[src/rtl/memory_row_copy_controller_pkg.sv]
// Shared types and row geometry for the row copy controller.
package memory_row_copy_controller_pkg;

  localparam int unsigned ROW_WORDS  = 16;
  localparam int unsigned ROW_BITS   = 256;
  localparam int unsigned ROW_ADDR_W = 10;

  typedef enum logic [2:0] {
    StIdle  = 3'd0,
    StRead  = 3'd1,
    StWait  = 3'd2,
    StWrite = 3'd3,
    StDone  = 3'd4
  } state_e;

endpackage

[src/rtl/arbiter_starve_counter.sv]
// Counts consecutive cycles the engine's row write was deferred by the CPU on port B.
module arbiter_starve_counter #(
  parameter int unsigned STARVE_LIMIT = 8
) (
  input  logic clock,
  input  logic reset,
  input  logic defer,
  input  logic clear,
  output logic limit_hit
);

  logic [7:0] cnt_q, cnt_d;

  assign limit_hit = (cnt_q == 8'(STARVE_LIMIT));

  always_comb begin
    cnt_d = cnt_q;
    if (clear) begin
      cnt_d = '0;
    end else if (defer && !limit_hit) begin
      cnt_d = cnt_q + 8'd1;
    end
  end

  always_ff @(posedge clock) begin
    if (reset) begin
      cnt_q <= '0;
    end else begin
      cnt_q <= cnt_d;
    end
  end

endmodule

[src/rtl/memory_row_copy_controller.sv]
// Row copy engine sharing the banked memory with the CPU; CPU port B wins until starvation.
module memory_row_copy_controller
  import memory_row_copy_controller_pkg::*;
#(
  parameter int unsigned READ_LATENCY = 1,
  parameter int unsigned STARVE_LIMIT = 8
) (
  input  logic                  clock,
  input  logic                  reset,
  input  logic                  start,
  input  logic [ROW_ADDR_W-1:0] src_row,
  input  logic [ROW_ADDR_W-1:0] dst_row,
  input  logic [10:0]           row_count,
  output logic                  busy,
  output logic                  done,
  input  logic [13:0]           cpu_a_address,
  output logic                  cpu_a_stall,
  input  logic                  cpu_b_req,
  input  logic                  cpu_b_write,
  input  logic [13:0]           cpu_b_address,
  input  logic [15:0]           cpu_b_data,
  output logic                  cpu_b_grant,
  output logic [13:0]           mem_portA_address,
  output logic [13:0]           mem_portB_address,
  output logic                  mem_write_enable,
  output logic [15:0]           mem_data_in,
  output logic                  mem_row_write,
  output logic [ROW_BITS-1:0]   mem_row_data,
  input  logic [ROW_BITS-1:0]   mem_row_data_out
);

  localparam logic [2:0] WaitInit = 3'(READ_LATENCY - 1);

  state_e                state_q, state_d;
  logic [ROW_ADDR_W-1:0] src_q, src_d;
  logic [ROW_ADDR_W-1:0] dst_q, dst_d;
  logic [10:0]           remaining_q, remaining_d;
  logic [2:0]            wait_q, wait_d;
  logic [ROW_BITS-1:0]   row_buf_q, row_buf_d;
  logic                  engine_write;
  logic                  defer;
  logic                  limit_hit;

  arbiter_starve_counter #(
    .STARVE_LIMIT(STARVE_LIMIT)
  ) u_starve (
    .clock    (clock),
    .reset    (reset),
    .defer    (defer),
    .clear    (engine_write),
    .limit_hit(limit_hit)
  );

  always_comb begin
    state_d      = state_q;
    src_d        = src_q;
    dst_d        = dst_q;
    remaining_d  = remaining_q;
    wait_d       = wait_q;
    row_buf_d    = row_buf_q;
    engine_write = 1'b0;
    defer        = 1'b0;
    unique case (state_q)
      StIdle: begin
        if (start) begin
          src_d       = src_row;
          dst_d       = dst_row;
          remaining_d = row_count;
          state_d     = (row_count == 11'd0) ? StDone : StRead;
        end
      end
      StRead: begin
        wait_d  = WaitInit;
        state_d = StWait;
      end
      StWait: begin
        if (wait_q == 3'd0) begin
          row_buf_d = mem_row_data_out;
          state_d   = StWrite;
        end else begin
          wait_d = wait_q - 3'd1;
        end
      end
      StWrite: begin
        // CPU keeps port B unless it is idle or has starved the engine long enough.
        if (!cpu_b_req || limit_hit) begin
          engine_write = 1'b1;
          src_d        = src_q + 10'd1;
          dst_d        = dst_q + 10'd1;
          remaining_d  = remaining_q - 11'd1;
          state_d      = (remaining_q == 11'd1) ? StDone : StRead;
        end else begin
          defer = 1'b1;
        end
      end
      StDone: state_d = StIdle;
      default: state_d = StIdle;
    endcase
  end

  always_ff @(posedge clock) begin
    if (reset) begin
      state_q     <= StIdle;
      src_q       <= '0;
      dst_q       <= '0;
      remaining_q <= '0;
      wait_q      <= '0;
      row_buf_q   <= '0;
    end else begin
      state_q     <= state_d;
      src_q       <= src_d;
      dst_q       <= dst_d;
      remaining_q <= remaining_d;
      wait_q      <= wait_d;
      row_buf_q   <= row_buf_d;
    end
  end

  always_comb begin
    busy              = (state_q != StIdle);
    done              = (state_q == StDone);
    cpu_a_stall       = (state_q == StRead);
    mem_portA_address = cpu_a_stall ? {src_q, 4'b0000} : cpu_a_address;
    cpu_b_grant       = cpu_b_req & ~engine_write;
    mem_portB_address = engine_write ? {dst_q, 4'b0000} : cpu_b_address;
    mem_write_enable  = cpu_b_req & cpu_b_write & ~engine_write;
    mem_data_in       = cpu_b_data;
    mem_row_write     = engine_write;
    mem_row_data      = row_buf_q;
  end

endmodule

[config.mk]
export PLATFORM = sky130hd
export DESIGN_NAME = memory_row_copy_controller
export DESIGN_NICKNAME = d
export VERILOG_FILES = /design/src/rtl/memory_row_copy_controller_pkg.sv /design/src/rtl/arbiter_starve_counter.sv /design/src/rtl/memory_row_copy_controller.sv
export SDC_FILE = /design/constraint.sdc
export NUM_CORES = 1
export LEC_CHECK = 0
export BUFFER_PORTS_ARGS = -buffer_cell sky130_fd_sc_hd__buf_4
export CAP_MARGIN = 20
export CELL_PAD_IN_SITES_DETAIL_PLACEMENT = 1
export CELL_PAD_IN_SITES_GLOBAL_PLACEMENT = 2
export CORE_AREA = 2 2 253 255
export CTS_BUF_LIST = sky130_fd_sc_hd__clkbuf_8
export CTS_CLUSTER_DIAMETER = 60
export DETAILED_ROUTE_END_ITERATION = 8
export DIE_AREA = 0 0 255 257
export GPL_ROUTABILITY_DRIVEN = 0
export GPL_TIMING_DRIVEN = 0
export PLACE_DENSITY = 0.72
export RECOVER_POWER = 50
export SYNTH_ARGS = -nofsm -noshare
export SYNTH_HDL_FRONTEND = slang
export SYNTH_SLANG_ARGS = --single-unit
[constraint.sdc]
create_clock -name clock -period 3.56 [get_ports clock]
set_input_delay 0.356 -clock clock [delete_from_list [all_inputs] [get_ports clock]]
set_output_delay 0.356 -clock clock [all_outputs]
set_load 0.02 [all_outputs]
# == Word-level counts from Yosys, hierarchy flattened ==
# Index checks and enable logic that the tools add are counted.
# totals
output_inout_bits,306
inputBits,336
register_bits,301
# classes
bitwise,4
addsub,5
n_reduce_logical,15
n_mux,23
n_eq_ne,10
# ops
cell,count
two-way mux 10 bit,4
one-hot mux 10 bit (2 select lines),2
two-way mux 14 bit,2
two-way mux 11 bit,2
one-hot mux 11 bit (2 select lines),1
"adder 10 x 1 -> 10 bit, second input constant",2
two-way mux 3 bit,6
one-hot mux 3 bit (4 select lines),1
"equality test 11 x 1 -> 1 bit, second input constant",1
logical NOT 11 bit,1
"subtractor 11 x 1 -> 11 bit, second input constant",1
"adder 8 x 1 -> 8 bit, second input constant",1
"equality test 8 x 4 -> 1 bit, second input constant",1
"inequality test 2 bit, second input constant",4
"equality test 3 x 2 -> 1 bit, second input constant",2
logical NOT 3 bit,2
one-hot mux 3 bit (2 select lines),1
AND reduction 3 bit,2
two-way mux 1 bit,4
AND reduction 2 bit,2
nonzero test 2 bit,2
bitwise AND 1 bit,3
"equality test 3 x 1 -> 1 bit, second input constant",1
"equality test 3 bit, second input constant",1
7 further kinds,8

# == Depth between registers and ports, before layout ==
# logic_depth
depth_word,6
depth_mapped,9
ltp_nobuf,7

# == Modules after synthesis ==
# Synthesis repeated with hierarchy kept, for this count alone.
# unflattened
cells_unflattened,1518
area_unflattened_um2,11863.9
# modules_own_cells
module,area_each_um2,cells_per_inst,n_inst,seq_area_each_um2
memory_row_copy_controller,11452.2,1469,1,5865.6
arbiter_starve_counter,411.6,49,1,160.2

# == Worst setup path after synthesis ==
# OpenSTA, ideal clock, no wires.
# synth_path
path_kind,flip-flop to output port
start,reg u_starve.cnt_q[0]
end,out mem_portB_address[10]
stages_incl_launch_ff,8
path_slack_ps,1427
t_arrival_ps,1777
path_cell_list,dfxtp_1 -> inv_1 -> ha_1 -> or4b_4 -> o21ai_4 -> nand2_4 -> buf_6 -> mux2_4
# synth_via
elab_chain_len,5
# synth_lines
element,line,text
start: declaration,arbiter_starve_counter.sv:12,"logic [7:0] cnt_q, cnt_d;"
start signal: assignment,arbiter_starve_counter.sv:29,cnt_q <= cnt_d;
equality test 8 x 4 -> 1 bit,arbiter_starve_counter.sv:14,assign limit_hit = (cnt_q == 8'(STARVE_LIMIT));
logical OR 1 bit,memory_row_copy_controller.sv:86,if (!cpu_b_req || limit_hit) begin
two-way mux 1 bit,memory_row_copy_controller.sv:86,
two-way mux 1 bit,memory_row_copy_controller.sv:63,unique case (state_q)
two-way mux 14 bit,memory_row_copy_controller.sv:125,"mem_portB_address = engine_write ? {dst_q, 4'b0000} : cpu_b_address;"
end: declaration,memory_row_copy_controller.sv:24,"output logic [13:0] mem_portB_address,"
# No other way between the ends.

# == Worst setup path in the final report ==
# layout_path
start,reg u_starve.cnt_q[0]
end,out mem_portB_address[9]
# Same word-level chain as after synthesis.

==> metrics.txt <==
Startpoint Class=register; period utilization=0.9116; TritonRoute pass-1 iters=4; synthesized flop and latch total=301; Critical-path top delay cell=or4b_1; worst skew pair latency=0.66 ns; top_reg_cell synth=dfxtp_1; core area=0.06274 sq mm; Leakage=8.082 nW; clock root buffer=clkbuf_8; Clock Power Share=0.292; IO buf count=624; min-delay src=row_count[9]; dpl hpwl=46460 um; share of the synthesized area in the top cell type=0.5021; DRT antenna net count=0; final WL=61990 um; wire length on met3=3680 um; ys async rst share=0; CTS Buf Count=61; share of layout cells above drive strength 1=0.2041; Worst EP arrival=2.89 ns; CTS tree=built; Tmin final=3.245 ns; Avg Cell Area, Syn=7.843 sq um; grt ovf=0; VDD IR max=271.2 uV; DRC errors left=0; Final Non-Filler Cells=3389; commonest non-fill, non-tap cell in the layout=nand2_1; WP data required=3.20 ns; post-synth cell types=65; r2r worst-path depth=9; All-Layer GR Usage=0.1835; top sig layer=met4; # Post-CTS Setup Buffers=0; Ys Warns=0; Fmax=308.1 MHz; r2r endpoint=mem_row_data[244]$_SDFFE_PP0P_; sequential share of the synthesized area=0.5021; commonest cells after routing, fill and taps aside=564 x nand2_1, 370 x buf_4, 357 x clkbuf_1, 301 x dfxtp_1, 282 x a21oi_1; Int Power=0.007694 W; Worst Path Max Fanout=10; # rows=92; IO Count=642; RSZ-0062 raised after global routing=false; routed vias=14560; max cap viols=0; PwrDens=628.0 mW/mm^2; clock skew=0.02930 ns; initial drt markers=592; Net Sw Frac=0.4094; setup_tns=0 ns; Cell Area, Synth=0.01200 sq mm; Synth Instances=1530; Yosys top cell by area=dfxtp_1; DR vias/cell=4.295; Max stage delay on crit path=0.59 ns; Die Area=0.06554 sq mm; R2R Setup Slk=0.64 ns; Final setup viols=0; met2 WL=32050 um; Crit Path Class=register to output port; worst path cell trace=inv_1 > ha_1 > or4b_1 > o21ai_4 > nand2_4 > buf_6 > mux2_4 > buf_4; Routed WL per cell=18.29 um; NetSw=0.005334 W; Post-synth EDFFs=0; placed insts=3000; worst hold stages=3; metal1 wirelength=24460 um; H-tree Lvls=2; Clock Path Buffers=3; DIE WIDTH=255 um; endpoints failing hold=0; largest net degree at the start of global routing=18; Post-Synthesis Net Count=1874; hold endpoint=remaining_q[9]$_SDFFE_PP0P_; Worst Hold Class=primary input to register; Final #Nets=2836; relative slew slack=0.2905; first-pass GRT wire length=93550 um; fin. max-slew vios=0; CTS clk-pin slew, worst paths=0.06 ns; Worst setup EP type=output port; initial core utilization=0.1913; Seq pwr share=0.343; initial antenna violation count=6; worst slew pin tran=1.055 ns; area delta synth->final=72.87%; Comb pwr share=0.365; clk sinks=301; total power=0.01303 W; status=finished, final reports clean; worst r2r src=wait_q[0]$_SDFFE_PP0P_; vias in the first global route=15930; die height=257 um; main area contributors after synthesis=dfxtp_1 50%, nand2_1 18%, a21oi_1 12%, clkbuf_1 2.5%, buf_4 1.1%
-- cell type report --
| class | instances | area (sq um) |
|---|---|---|
| diodes | 5 | 12.51 |
| plain buffers | 129 | 596.8 |
| clock buffers | 82 | 1129 |
| clock inverters | 27 | 165.2 |
| fillers | 7709 | 41990 |
| inverters | 15 | 56.30 |
| multi-input cells | 1085 | 5288 |
| flip-flops and latches | 301 | 6026 |
| well taps | 846 | 1059 |
| repair buffers | 899 | 6414 |
-- stage by stage --
stage | instance area (sq um) | util | hold slack [ns] | worst slack (ns)
after floorplan | 12000 | - | 0.4435 | 1.427
after global placement | 17740 | 0.2828 | 0.4424 | 0.1787
after detailed placement | 17740 | 0.2828 | 0.4471 | 0.09993
after CTS | 21780 | 0.3472 | 0.001753 | 0.08375
after global routing | 20740 | 0.3307 | 0.02876 | 0.1520
final | 20740 | 0.3307 | 0.07847 | 0.3148
-- what timing repair did --
action	4_1_cts	5_1_grt
hold endpoints to repair	272	0
hold buffers	274	0
endpoints found under the setup margin	0	9
resized for setup	0	1
-- state kept, by name, indices dropped and copies added (netlist names) --
signal,cells
u_starve.cnt_q,8
state_q,3
mem_row_data,256
dst_q,10
remaining_q,11
wait_q,3
src_q,10
-- cell usage after synthesis (12+ instances only) --
library cell  number
nand2_1          563
dfxtp_1          301
a21oi_1          282
clkbuf_1          81
buf_2             26
nor3_1            24
buf_4             18
nand3_1           18
o31ai_1           17
and2_1            16
nor2_1            16
inv_1             12
-- power by group through the flow --
stage | Combinational (W) | Clock, W | Sequential, W
after floorplan | 0.00207 | 0 | 0.00510
after global placement | 0.00492 | 0 | 0.00452
after detailed placement | 0.00499 | 0 | 0.00454
after CTS | 0.00527 | 0.00397 | 0.00448
after global routing | 0.00523 | 0.00411 | 0.00455
final | 0.00476 | 0.00380 | 0.00447
-- metal layers --
layer / up-vias / global-route usage
li1: 7065 / -
met1: 6978 / 0.2065
met2: 401 / 0.3362
met3: 113 / 0.04319
met4: 0 / 0.06027
met5: - / 0
-- critical path: cells and delay by family (launching register included) --
family	cells	cell delay (ns)
mux	1	0.30
compound gates	1	0.29
fa+ha+maj	1	0.15
buf+inv	3	0.41
flops	1	0.35
simple gates	2	0.73
-- worst max-delay path by stage --
stage,from,end,slack (ns),cells after the start
floorplan,u_starve.cnt_q[0]$_SDFFE_PP0P_,mem_portB_address[10],1.43,7
finish,u_starve.cnt_q[0]$_SDFFE_PP0P_,mem_portB_address[9],0.31,8
detailed placement,wait_q[0]$_SDFFE_PP0P_,mem_row_data[238]$_SDFFE_PP0P_,0.1,8
global route,u_starve.cnt_q[0]$_SDFFE_PP0P_,mem_portB_address[9],0.15,8
CTS,wait_q[0]$_SDFFE_PP0P_,mem_row_data[240]$_SDFFE_PP0P_,0.08,8
global placement,wait_q[0]$_SDFFE_PP0P_,mem_row_data[255]$_SDFFE_PP0P_,0.18,8
-- logic make-up after synthesis --
group	count (synthesis)	synth area share
muxes	12	0.01241
buffers and inverters	144	0.05588
AOI/OAI and AO/OA	368	0.1764
DFF	301	0.5021
xor gates and xnor gates	8	0.005839
and+or+nand+nor	689	0.2390
adders and majority gates	8	0.008341
Power figures use the tool's default switching activity.
